[src/rtl/lsu_mem_master_if.sv]
// -----------------------------------------------------------------------------
// lsu_mem_master_if
// Purpose : Bundles the core-side request/response handshake and the
//           data-memory strobe bus of the load/store initiator.
// Signals :
//   req_valid/req_ready      core request handshake
//   req_we/addr/wdata/funct3 request payload (RV32 size/sign in funct3)
//   resp_valid/resp_ready    response handshake
//   resp_rdata/resp_err      response payload
//   mem_request/mem_we_re    memory strobe and direction
//   mem_address/mask/data_in memory word address, byte lanes, write data
//   mem_data_out             memory read data (1-cycle registered latency)
// Modports: master = the LSU, slave = core pipeline + memory environment.
// -----------------------------------------------------------------------------
interface lsu_mem_master_if #(
    parameter int unsigned ADDR_W = 8
);
    logic              req_valid;
    logic              req_ready;
    logic              req_we;
    logic [31:0]       req_addr;
    logic [31:0]       req_wdata;
    logic [2:0]        req_funct3;

    logic              resp_valid;
    logic              resp_ready;
    logic [31:0]       resp_rdata;
    logic              resp_err;

    logic              mem_request;
    logic              mem_we_re;
    logic [ADDR_W-1:0] mem_address;
    logic [31:0]       mem_data_in;
    logic [3:0]        mem_mask;
    logic [31:0]       mem_data_out;

    modport master (
        input  req_valid, req_we, req_addr, req_wdata, req_funct3,
        output req_ready,
        input  resp_ready,
        output resp_valid, resp_rdata, resp_err,
        output mem_request, mem_we_re, mem_address, mem_data_in, mem_mask,
        input  mem_data_out
    );

    modport slave (
        output req_valid, req_we, req_addr, req_wdata, req_funct3,
        input  req_ready,
        output resp_ready,
        input  resp_valid, resp_rdata, resp_err,
        input  mem_request, mem_we_re, mem_address, mem_data_in, mem_mask,
        output mem_data_out
    );
endinterface

[src/rtl/lsu_mem_master.sv]
// -----------------------------------------------------------------------------
// lsu_mem_master
// Purpose : Load/store initiator between the execute stage and the
//           single-port, word-addressed, byte-masked data memory. One RV32
//           load/store per handshake; stores are lane-replicated, loads are
//           extracted and sign/zero-extended after the 1-cycle read latency.
// Ports   :
//   clk  - clock, rising edge
//   rst  - asynchronous active-high reset
//   bus  - lsu_mem_master_if.master (request, response and memory signals)
// Params  : ADDR_W - memory word-address width (req_addr[ADDR_W+1:2]).
// Config  : LSU_MISALIGN_CHECK_EN - when defined, misaligned H/W requests
//           return resp_err without touching memory; when undefined the
//           offset is forced to natural alignment and the access proceeds.
// -----------------------------------------------------------------------------
module lsu_mem_master #(
    parameter int unsigned ADDR_W = 8
) (
    input  logic             clk,
    input  logic             rst,
    lsu_mem_master_if.master bus
);

    typedef enum logic [1:0] {
        S_IDLE   = 2'd0,
        S_ACCESS = 2'd1,
        S_WAIT   = 2'd2,
        S_RESP   = 2'd3
    } state_e;

    state_e state_q, state_d;

    // Output and request-context registers
    logic              req_ready_q,   req_ready_d;
    logic              resp_valid_q,  resp_valid_d;
    logic [31:0]       resp_rdata_q,  resp_rdata_d;
    logic              resp_err_q,    resp_err_d;
    logic              mem_request_q, mem_request_d;
    logic              mem_we_re_q,   mem_we_re_d;
    logic [ADDR_W-1:0] mem_address_q, mem_address_d;
    logic [31:0]       mem_data_in_q, mem_data_in_d;
    logic [3:0]        mem_mask_q,    mem_mask_d;
    logic              we_q,          we_d;
    logic [2:0]        funct3_q,      funct3_d;
    logic [1:0]        off_q,         off_d;

    // Request decode, only consumed on the accept cycle
    logic        accept;
    logic        illegal;
    logic        req_err;
    logic [1:0]  off_raw;
    logic [1:0]  off_eff;
    logic [3:0]  mask_dec;
    logic [31:0] wdata_rep;

    // Load extraction from the registered memory read data
    logic [31:0] rd_shifted;
    logic [31:0] rd_ext;

    assign accept  = (state_q == S_IDLE) && bus.req_valid;
    assign off_raw = bus.req_addr[1:0];

    // Illegal funct3: loads reject 011/110/111, stores reject 011 and any funct3[2]
    always_comb begin
        illegal = 1'b0;
        if (bus.req_we) begin
            illegal = bus.req_funct3[2] || (bus.req_funct3[1:0] == 2'b11);
        end else begin
            illegal = (bus.req_funct3[1:0] == 2'b11) || (bus.req_funct3 == 3'b110);
        end
    end

`ifdef LSU_MISALIGN_CHECK_EN
    // Misaligned accesses are reported; any that survive are already aligned
    logic misaligned;
    always_comb begin
        misaligned = 1'b0;
        case (bus.req_funct3[1:0])
            2'b01:   misaligned = off_raw[0];
            2'b10:   misaligned = (off_raw != 2'b00);
            default: misaligned = 1'b0;
        endcase
    end
    assign req_err = illegal || misaligned;
    assign off_eff = off_raw;
`else
    // Misaligned accesses are silently forced to natural alignment
    assign req_err = illegal;
    always_comb begin
        off_eff = off_raw;
        case (bus.req_funct3[1:0])
            2'b01:   off_eff = {off_raw[1], 1'b0};
            2'b10:   off_eff = 2'b00;
            default: off_eff = off_raw;
        endcase
    end
`endif

    // Byte-lane mask and lane-replicated write data
    always_comb begin
        mask_dec  = 4'b1111;
        wdata_rep = bus.req_wdata;
        case (bus.req_funct3[1:0])
            2'b00: begin
                mask_dec  = 4'b0001 << off_eff;
                wdata_rep = {4{bus.req_wdata[7:0]}};
            end
            2'b01: begin
                mask_dec  = 4'b0011 << off_eff;
                wdata_rep = {2{bus.req_wdata[15:0]}};
            end
            default: begin
                mask_dec  = 4'b1111;
                wdata_rep = bus.req_wdata;
            end
        endcase
    end

    // Shift the addressed lane down to bit 0, then extend per funct3
    assign rd_shifted = bus.mem_data_out >> {off_q, 3'b000};

    always_comb begin
        rd_ext = rd_shifted;
        case (funct3_q)
            3'b000:  rd_ext = {{24{rd_shifted[7]}},  rd_shifted[7:0]};
            3'b100:  rd_ext = {24'd0,                rd_shifted[7:0]};
            3'b001:  rd_ext = {{16{rd_shifted[15]}}, rd_shifted[15:0]};
            3'b101:  rd_ext = {16'd0,                rd_shifted[15:0]};
            default: rd_ext = rd_shifted;
        endcase
    end

    // State register
    always_ff @(posedge clk or posedge rst) begin
        if (rst) begin
            state_q <= S_IDLE;
        end else begin
            state_q <= state_d;
        end
    end

    // Next-state logic
    always_comb begin
        state_d = state_q;
        case (state_q)
            S_IDLE: begin
                if (bus.req_valid) begin
                    state_d = req_err ? S_RESP : S_ACCESS;
                end
            end
            S_ACCESS: state_d = we_q ? S_RESP : S_WAIT;
            S_WAIT:   state_d = S_RESP;
            S_RESP: begin
                if (bus.resp_ready) begin
                    state_d = S_IDLE;
                end
            end
            default:  state_d = S_IDLE;
        endcase
    end

    // Output logic: next values of the output registers, decoded from the
    // next state so every output is a flop with no path from req_*/resp_ready
    always_comb begin
        req_ready_d   = (state_d == S_IDLE);
        resp_valid_d  = (state_d == S_RESP);
        mem_request_d = (state_d == S_ACCESS);
        resp_rdata_d  = resp_rdata_q;
        resp_err_d    = resp_err_q;
        mem_we_re_d   = mem_we_re_q;
        mem_address_d = mem_address_q;
        mem_data_in_d = mem_data_in_q;
        mem_mask_d    = mem_mask_q;
        we_d          = we_q;
        funct3_d      = funct3_q;
        off_d         = off_q;

        case (state_q)
            S_IDLE: begin
                if (accept) begin
                    we_d     = bus.req_we;
                    funct3_d = bus.req_funct3;
                    off_d    = off_eff;
                    if (req_err) begin
                        resp_err_d   = 1'b1;
                        resp_rdata_d = 32'd0;
                    end else begin
                        mem_we_re_d   = bus.req_we;
                        mem_address_d = bus.req_addr[ADDR_W+1:2];
                        mem_data_in_d = wdata_rep;
                        mem_mask_d    = mask_dec;
                    end
                end
            end
            S_ACCESS: begin
                if (we_q) begin
                    resp_err_d   = 1'b0;
                    resp_rdata_d = 32'd0;
                end
            end
            S_WAIT: begin
                resp_err_d   = 1'b0;
                resp_rdata_d = rd_ext;
            end
            default: ;
        endcase
    end

    // Output and context registers
    always_ff @(posedge clk or posedge rst) begin
        if (rst) begin
            req_ready_q   <= 1'b1;
            resp_valid_q  <= 1'b0;
            resp_rdata_q  <= 32'd0;
            resp_err_q    <= 1'b0;
            mem_request_q <= 1'b0;
            mem_we_re_q   <= 1'b0;
            mem_address_q <= '0;
            mem_data_in_q <= 32'd0;
            mem_mask_q    <= 4'd0;
            we_q          <= 1'b0;
            funct3_q      <= 3'd0;
            off_q         <= 2'd0;
        end else begin
            req_ready_q   <= req_ready_d;
            resp_valid_q  <= resp_valid_d;
            resp_rdata_q  <= resp_rdata_d;
            resp_err_q    <= resp_err_d;
            mem_request_q <= mem_request_d;
            mem_we_re_q   <= mem_we_re_d;
            mem_address_q <= mem_address_d;
            mem_data_in_q <= mem_data_in_d;
            mem_mask_q    <= mem_mask_d;
            we_q          <= we_d;
            funct3_q      <= funct3_d;
            off_q         <= off_d;
        end
    end

    assign bus.req_ready   = req_ready_q;
    assign bus.resp_valid  = resp_valid_q;
    assign bus.resp_rdata  = resp_rdata_q;
    assign bus.resp_err    = resp_err_q;
    assign bus.mem_request = mem_request_q;
    assign bus.mem_we_re   = mem_we_re_q;
    assign bus.mem_address = mem_address_q;
    assign bus.mem_data_in = mem_data_in_q;
    assign bus.mem_mask    = mem_mask_q;

endmodule

[src/flat_wrapper.sv]
// flat-port wrapper written by rule: the top's interface ports become plain ports
module lsu_mem_master_flat 
#(
    parameter int unsigned ADDR_W = 8
)
  (clk, rst, bus_req_valid, bus_req_we, bus_req_addr, bus_req_wdata, bus_req_funct3, bus_req_ready, bus_resp_ready, bus_resp_valid, bus_resp_rdata, bus_resp_err, bus_mem_request, bus_mem_we_re, bus_mem_address, bus_mem_data_in, bus_mem_mask, bus_mem_data_out);
  lsu_mem_master_if #(.ADDR_W(ADDR_W)) bus_i ();
  input  logic clk;
  input  logic rst;
  input wire logic [$bits(bus_i.req_valid)-1:0] bus_req_valid;
  input wire logic [$bits(bus_i.req_we)-1:0] bus_req_we;
  input wire logic [$bits(bus_i.req_addr)-1:0] bus_req_addr;
  input wire logic [$bits(bus_i.req_wdata)-1:0] bus_req_wdata;
  input wire logic [$bits(bus_i.req_funct3)-1:0] bus_req_funct3;
  output wire logic [$bits(bus_i.req_ready)-1:0] bus_req_ready;
  input wire logic [$bits(bus_i.resp_ready)-1:0] bus_resp_ready;
  output wire logic [$bits(bus_i.resp_valid)-1:0] bus_resp_valid;
  output wire logic [$bits(bus_i.resp_rdata)-1:0] bus_resp_rdata;
  output wire logic [$bits(bus_i.resp_err)-1:0] bus_resp_err;
  output wire logic [$bits(bus_i.mem_request)-1:0] bus_mem_request;
  output wire logic [$bits(bus_i.mem_we_re)-1:0] bus_mem_we_re;
  output wire logic [$bits(bus_i.mem_address)-1:0] bus_mem_address;
  output wire logic [$bits(bus_i.mem_data_in)-1:0] bus_mem_data_in;
  output wire logic [$bits(bus_i.mem_mask)-1:0] bus_mem_mask;
  input wire logic [$bits(bus_i.mem_data_out)-1:0] bus_mem_data_out;
  assign bus_i.req_valid = bus_req_valid;
  assign bus_i.req_we = bus_req_we;
  assign bus_i.req_addr = bus_req_addr;
  assign bus_i.req_wdata = bus_req_wdata;
  assign bus_i.req_funct3 = bus_req_funct3;
  assign bus_req_ready = bus_i.req_ready;
  assign bus_i.resp_ready = bus_resp_ready;
  assign bus_resp_valid = bus_i.resp_valid;
  assign bus_resp_rdata = bus_i.resp_rdata;
  assign bus_resp_err = bus_i.resp_err;
  assign bus_mem_request = bus_i.mem_request;
  assign bus_mem_we_re = bus_i.mem_we_re;
  assign bus_mem_address = bus_i.mem_address;
  assign bus_mem_data_in = bus_i.mem_data_in;
  assign bus_mem_mask = bus_i.mem_mask;
  assign bus_i.mem_data_out = bus_mem_data_out;
  lsu_mem_master #(.ADDR_W(ADDR_W)) u_core (.clk(clk), .rst(rst), .bus(bus_i));
endmodule
[config.mk]
export PLATFORM = sky130hd
export DESIGN_NAME = lsu_mem_master_flat
export DESIGN_NICKNAME = d
export VERILOG_FILES = /design/src/rtl/lsu_mem_master_if.sv /design/src/rtl/lsu_mem_master.sv /design/src/flat_wrapper.sv
export SDC_FILE = /design/constraint.sdc
export NUM_CORES = 1
export LEC_CHECK = 0
export CELL_PAD_IN_SITES_DETAIL_PLACEMENT = 1
export CELL_PAD_IN_SITES_GLOBAL_PLACEMENT = 1
export CORE_MARGIN = 8
export CORE_UTILIZATION = 35
export DETAILED_ROUTE_END_ITERATION = 7
export PLACE_DENSITY_LB_ADDON = 0.15
export RECOVER_POWER = 50
export SYNTH_ARGS = -nofsm -noshare
export SYNTH_HDL_FRONTEND = slang
export SYNTH_SLANG_ARGS = --single-unit
export TNS_END_PERCENT = 10
[constraint.sdc]
create_clock -name clk -period 7.5 [get_ports clk]
set_input_delay 0.75 -clock clk [delete_from_list [all_inputs] [get_ports clk]]
set_output_delay 0.75 -clock clk [all_outputs]
set_load 0.05 [all_outputs]
Yosys cells after proc, flatten, opt, wreduce, memory -nomap -nowiden --
Index checks and enable logic that the tools add are counted. W data, S select, Z words.
Cells by class: eq/ne operators 15, shifts and indexed selects 3, multiplexer cells 18, bitwise operators 1, reduce and logical (&&, ||, !) cells 11
Operators by type and width (count):
- $pmux W32 S4 | 1
- $mux W32 | 3
- $pmux W32 S3 | 1
- $pmux W32 S2 | 1
- $shr A32 B5 Y32 | 1
- $eq A2 B2 Y1 const B | 5
- $eq A3 B3 Y1 const B | 3
- $pmux W2 S4 | 1
- $pmux W4 S2 | 1
- $eq A2 B1 Y1 const B | 3
- $logic_not A2 Y1 | 3
- $mux W2 | 3
- $ne A2 B1 Y1 const B | 3
- $mux W1 | 5
- $pmux W2 S2 | 1
- $reduce_and A4 Y1 | 1
- $shl A1 B2 Y4 const A | 1
- $shl A2 B2 Y4 const A | 1
- $eq A3 B1 Y1 const B | 1
- $logic_not A3 Y1 | 1
- $pmux W1 S3 | 1
- $reduce_and A3 Y1 | 1
- $reduce_bool A3 Y1 | 1
- $logic_or A1 B1 Y1 | 2
- 3 further kinds | 3
Word-level totals: register bits after elaboration 89, input port bits 104, output and inout port bits 81, logic and storage cells 61

Depth between registers and ports, before layout --
word-level depth 7, gate-level depth with buffers 8, depth with buffers taken out 6

Worst setup path after synthesis --
No wires, ideal clock.
kind input-to-reg, from input bus_req_funct3[0], to register u_core.mem_address_q[2] (netlist: u_core.bus.mem_address[2]), library setup time 125 ps, arrival time 2231 ps, setup slack 5144 ps, stages on the path 6, path through inv_1 > ha_1 > o21a_1 > nor3_2 > buf_2 > mux2_2
Between the ends: longest elaborated chain between the ends 5, elaborated cells on any way between the ends 7
RTL lines:
- from (decl) | RTL line flat_wrapper.sv:14 | input wire logic [$bits(bus_i.req_funct3)-1:0] bus_req_funct3;
- $eq A3 B3 Y1 or $eq A2 B2 Y1 (tied branches) | RTL line lsu_mem_master.sv:69, lsu_mem_master.sv:67
- $logic_or A1 B1 Y1 (on tied branches) | RTL line lsu_mem_master.sv:69, lsu_mem_master.sv:67
- $mux W1 * | RTL line lsu_mem_master.sv:66 | if (bus.req_we) begin
- $not A1 Y1 (no line) *
- $reduce_and A3 Y1 (no line) *
- to (signal assigned) | RTL line lsu_mem_master.sv:231 | mem_address_q <= mem_address_d;
- to (decl) | RTL line lsu_mem_master.sv:40 | logic [ADDR_W-1:0] mem_address_q, mem_address_d;
Every way passes the cells marked *; elsewhere a longest branch is shown, timed or not. A chain may end at the register's enable or synchronous reset.

Worst setup path after layout --
from input bus_req_funct3[0], to register u_core.resp_rdata_q[24] (netlist: u_core.bus.resp_rdata[24])
Between the ends: longest elaborated chain between the ends 5, elaborated cells on any way between the ends 7
RTL lines:
- $eq A3 B3 Y1 or $eq A2 B2 Y1 (tied branches) | RTL line lsu_mem_master.sv:69, lsu_mem_master.sv:67
- $logic_or A1 B1 Y1 (on tied branches) | RTL line lsu_mem_master.sv:69, lsu_mem_master.sv:67
- $mux W1 * | RTL line lsu_mem_master.sv:66
- $ne A2 B1 Y1 (no line) *
- $reduce_and A4 Y1 (no line) *
- to (signal assigned) | RTL line lsu_mem_master.sv:227 | resp_rdata_q <= resp_rdata_d;
- to (decl) | RTL line lsu_mem_master.sv:36 | logic [31:0] resp_rdata_q, resp_rdata_d;
Marked as above.

==> summary.json <==
{
  "drt": {
    "route.detailed.wl_per_inst_um": 19.2,
    "route.vias.total": 3787,
    "first_iter_violations": 117,
    "route.final.wire_length_um": 14300,
    "drc": 0,
    "vias_per_cell": 5.09,
    "detail_route.first_pass.iterations": 4,
    "drt.antenna.violating_nets": 0
  },
  "clocking": {
    "clk_transition_reported_paths_ps": 60,
    "cts_setup_buffers": 0,
    "worstSkewPairLatency_ps": 340,
    "h_tree_depth": 3,
    "cts_max_path_buffers": 2,
    "cts_inserted_buffers": 9,
    "cts_hold_repair_buffers": 0,
    "number_of_gates_resized_after_cts": 0,
    "cts_tree": "yes",
    "cts_root_cell": "clkbuf_16",
    "cts.sinks": 89
  },
  "synthesis": {
    "postSynthRegisterBits": 89,
    "synth_enable_flop_cells": 0,
    "synth_async_reset_ratio_pct": 100,
    "synthCells": 422,
    "synth_warnings": 0,
    "synth.lib_cells_used.distinct": 40,
    "synth_compound_area_share_pct": 19.2,
    "synth_sequential_area_ratio_pct": 49.6,
    "synth_fp_nets": 535,
    "synth.mux.area_fraction_pct": 14.8,
    "post_synth_xor_area_fraction_pct": 0,
    "synth_top_cell_area_share_pct": 49.0,
    "yosys-top-cells-area": "dfrtp_1, mux2i_1, mux2_2",
    "synth_area_per_cell_um2": 10.6,
    "dominant_register_cell_in_the_synthesized_netlist": "dfrtp_1",
    "largest_family_of_logic_cells_by_synthesized_area": "compound AO/OA/AOI/OAI gates",
    "synthesis.area_um2": 4490,
    "synth_adder_area_share_pct": 2.51,
    "synth_largest_area_cell": "dfrtp_1",
    "synth_simple_gate_area_share_pct": 9.25
  },
  "floorplanning": {
    "dieHeight_um": 129,
    "fp.dieArea_um2": 16700,
    "initial_core_util_pct": 35.7,
    "die_x_um": 129,
    "core.rowCount": 41,
    "fp.coreArea_um2": 12600,
    "floorplan.io_pins": 185
  },
  "sta": {
    "relSlewSlack_pct": -23.1,
    "setup_tns_ps": 0,
    "worstMarginPinSlew_ps": 1840,
    "max_clock_freq_mhz": 317,
    "unrepaired_setup_endpoints_after_global_routing": "false",
    "crit_share_post_route_pct": 42.1,
    "timing_max_transition_violations_final": 42,
    "timing.clock.skew_ps": 4.01,
    "finalHoldViolCount": 0,
    "finalSetupViolCount": 0,
    "final.min_clock_period_ps": 3160
  },
  "pwr": {
    "total_power_mw": 3.41,
    "clkPwrFrac_pct": 14.1,
    "power_leakage_nw": 2.73,
    "peakVddDrop_mv": 0.243,
    "p_seq_share_pct": 25.7,
    "power-per-cell-area_nw_per_um2": 522,
    "power.combinational.fraction_pct": 60.1,
    "switching_share_pct": 48.6,
    "p_switching_mw": 1.66,
    "internal_power_mw": 1.75
  },
  "critical_path": {
    "critPathMaxFanout": 24,
    "setup_crit_start_kind": "input pin",
    "timing.reg2reg.worst_path_depth": 5,
    "worstReg2RegStart": "u_core.state_q[1]$_DFF_PP0_",
    "timing.critical_path.max_delay_family": "compound AO/OA/AOI/OAI gates",
    "cp_common_cell": "o21a_1",
    "worst_path_largest_cell_delay_ps": 910,
    "worst-setup-path-type": "in -> reg",
    "regToRegEndpoint": "u_core.bus.resp_rdata[24]$_DFFE_PP0P_",
    "critPathRequiredTime_ps": 7780,
    "timing.critical_path.cells": "dlygate4sd3_1, inv_1, ha_1, o21a_1, o21a_1, o21a_1, o32a_1",
    "worst_ep_arrival_time_ps": 3440,
    "critical-path-slowest-cell": "o21a_1",
    "count_of_buffer_and_inverter_cells_on_the_critical_path": 2,
    "end_kind": "flip-flop",
    "timing.reg2reg.setup_slack_ps": 4800
  },
  "worst_hold_path": {
    "min_path_cells": 1,
    "hp-start": "u_core.bus.mem_address[1]$_DFFE_PP0P_",
    "hold_path_end": "u_core.bus.mem_address[1]$_DFFE_PP0P_",
    "timing.hold.worst.class": "reg -> reg"
  },
  "outcome": {
    "violations_in_the_final_reports": "capacitance limit, slew limit",
    "outcome": "finished with violations"
  },
  "grt": {
    "first_pass_grt_wire_length_um": 22800,
    "overflow": 0,
    "initial_antenna_violation_count": 0,
    "groute.usage.overall_pct": 17.5,
    "number_of_global_route_vias_before_repair": 4226,
    "largest_net_degree_at_the_start_of_global_routing": 74
  },
  "layout": {
    "layout_commonest_cell": "clkdlybuf4s50_1",
    "final_net_count": 681,
    "drive_gt1_share_pct": 8.57,
    "antenna-diode-count": 0,
    "area.growth.synth_to_final_pct": 45.4,
    "mostFrequentLayoutCells": "clkdlybuf4s50_1, dfrtp_1, nand2_1, mux2i_1, nor2_1"
  },
  "placed_design": {
    "dp_hpwl_um": 10500,
    "io_buffers": 162,
    "place_congestion": 0.813
  },
  "flow_run": {
    "max_cap_violations": 1
  }
}
## how the worst max path moves through the flow
stage | start | to | slack (ps) | depth (start not counted)
global route | bus_req_funct3[0] | u_core.bus.resp_rdata[28]$_DFFE_PP0P_ | 4140 | 7
detailed placement | bus_req_funct3[0] | u_core.bus.resp_rdata[24]$_DFFE_PP0P_ | 4100 | 7
global placement | bus_req_funct3[0] | u_core.bus.resp_rdata[27]$_DFFE_PP0P_ | 4160 | 7
finish | bus_req_funct3[0] | u_core.bus.resp_rdata[24]$_DFFE_PP0P_ | 4340 | 7
CTS | bus_req_funct3[0] | u_core.bus.resp_rdata[24]$_DFFE_PP0P_ | 4450 | 7
floorplan | rst | u_core.bus.mem_address[0]$_DFFE_PP0P_ | 4440 | 1
## state kept, by name (all words and copies together) (netlist names)
signal and count:
u_core.bus.mem_data_in 32, u_core.bus.resp_rdata 32, u_core.bus.mem_address 8, u_core.bus.mem_mask 4, u_core.funct3_q 3, u_core.off_q 2
u_core.state_q 2, u_core.bus.mem_request 1, u_core.bus.mem_we_re 1, u_core.bus.req_ready 1, u_core.bus.resp_err 1, u_core.bus.resp_valid 1
u_core.we_q 1
## layer usage
metal / up-vias / wire [um] / track usage [%]
met5: - / 0 / 0
met4: 0 / 255 / 6.36
li1: 1822 / - / -
met1: 1826 / 6060 / 20.9
met2: 121 / 6660 / 27.9
met3: 18 / 1280 / 7.23
## cell usage after synthesis, drive strengths merged, types with 2 or more instances
master	count
mux2	27
o21ai	19
nor2	35
o221ai	7
a21oi	18
a31oi	12
nor2b	3
clkbuf	20
buf	10
nand2	40
nand3b	10
a22oi	16
inv	19
dfrtp	88
o211ai	8
nor3	2
o21a	11
a22o	8
mux2i	34
ha	9
o32a	9
o22a	7
## per-stage QoR
stage               instance area (um2)  hold slack, ps  util [%]  setup slack (ps)  cells
floorplan                          4490             494         -              4440    422
global placement                   6220             471      49.5              4160    729
detailed placement                 6220             488      49.5              4100    729
CTS                                6540             502      52.0              4450    744
global route                       6540             520      52.0              4140    744
finish                             6540             489      52.0              4340    744
## worst register-to-register path, cell delays in order, from the launching register on
cell     delay [ps]
dfrtp_1         380
inv_1           110
ha_1            240
a21oi_2         630
o21a_1          970
o32a_1          310
## area by class of cell
class,instances,area [um2]
multi-input combinational,284,2060
tap,172,215
inverter,19,72.6
fill,1361,6030
clock inverter,3,65.1
clock buffer,12,246
timing repair buffer,165,1640
sequential,89,2230
## power by group through the flow
stage | Sequential [mW] | Clock (mW) | Combinational, mW
2_1_floorplan | 1.59 | 0 | 0.701
3_3_place_gp | 0.875 | 0 | 2.06
3_5_place_dp | 0.892 | 0 | 2.09
4_1_cts | 0.886 | 0.496 | 2.10
5_1_grt | 0.913 | 0.513 | 2.18
6_report | 0.877 | 0.481 | 2.05
## cell families (layout without fill, tap and decap cells)
kind of cell,Yosys count,in the layout
AO/OA/AOI/OAI,120,120
adder cells (fa/ha/maj),9,9
buffers and inverters,49,199
flip-flops,89,89
multiplexers,62,62
AND/OR/NAND/NOR,93,93
Note: power is estimated with default switching activity, not from simulation.
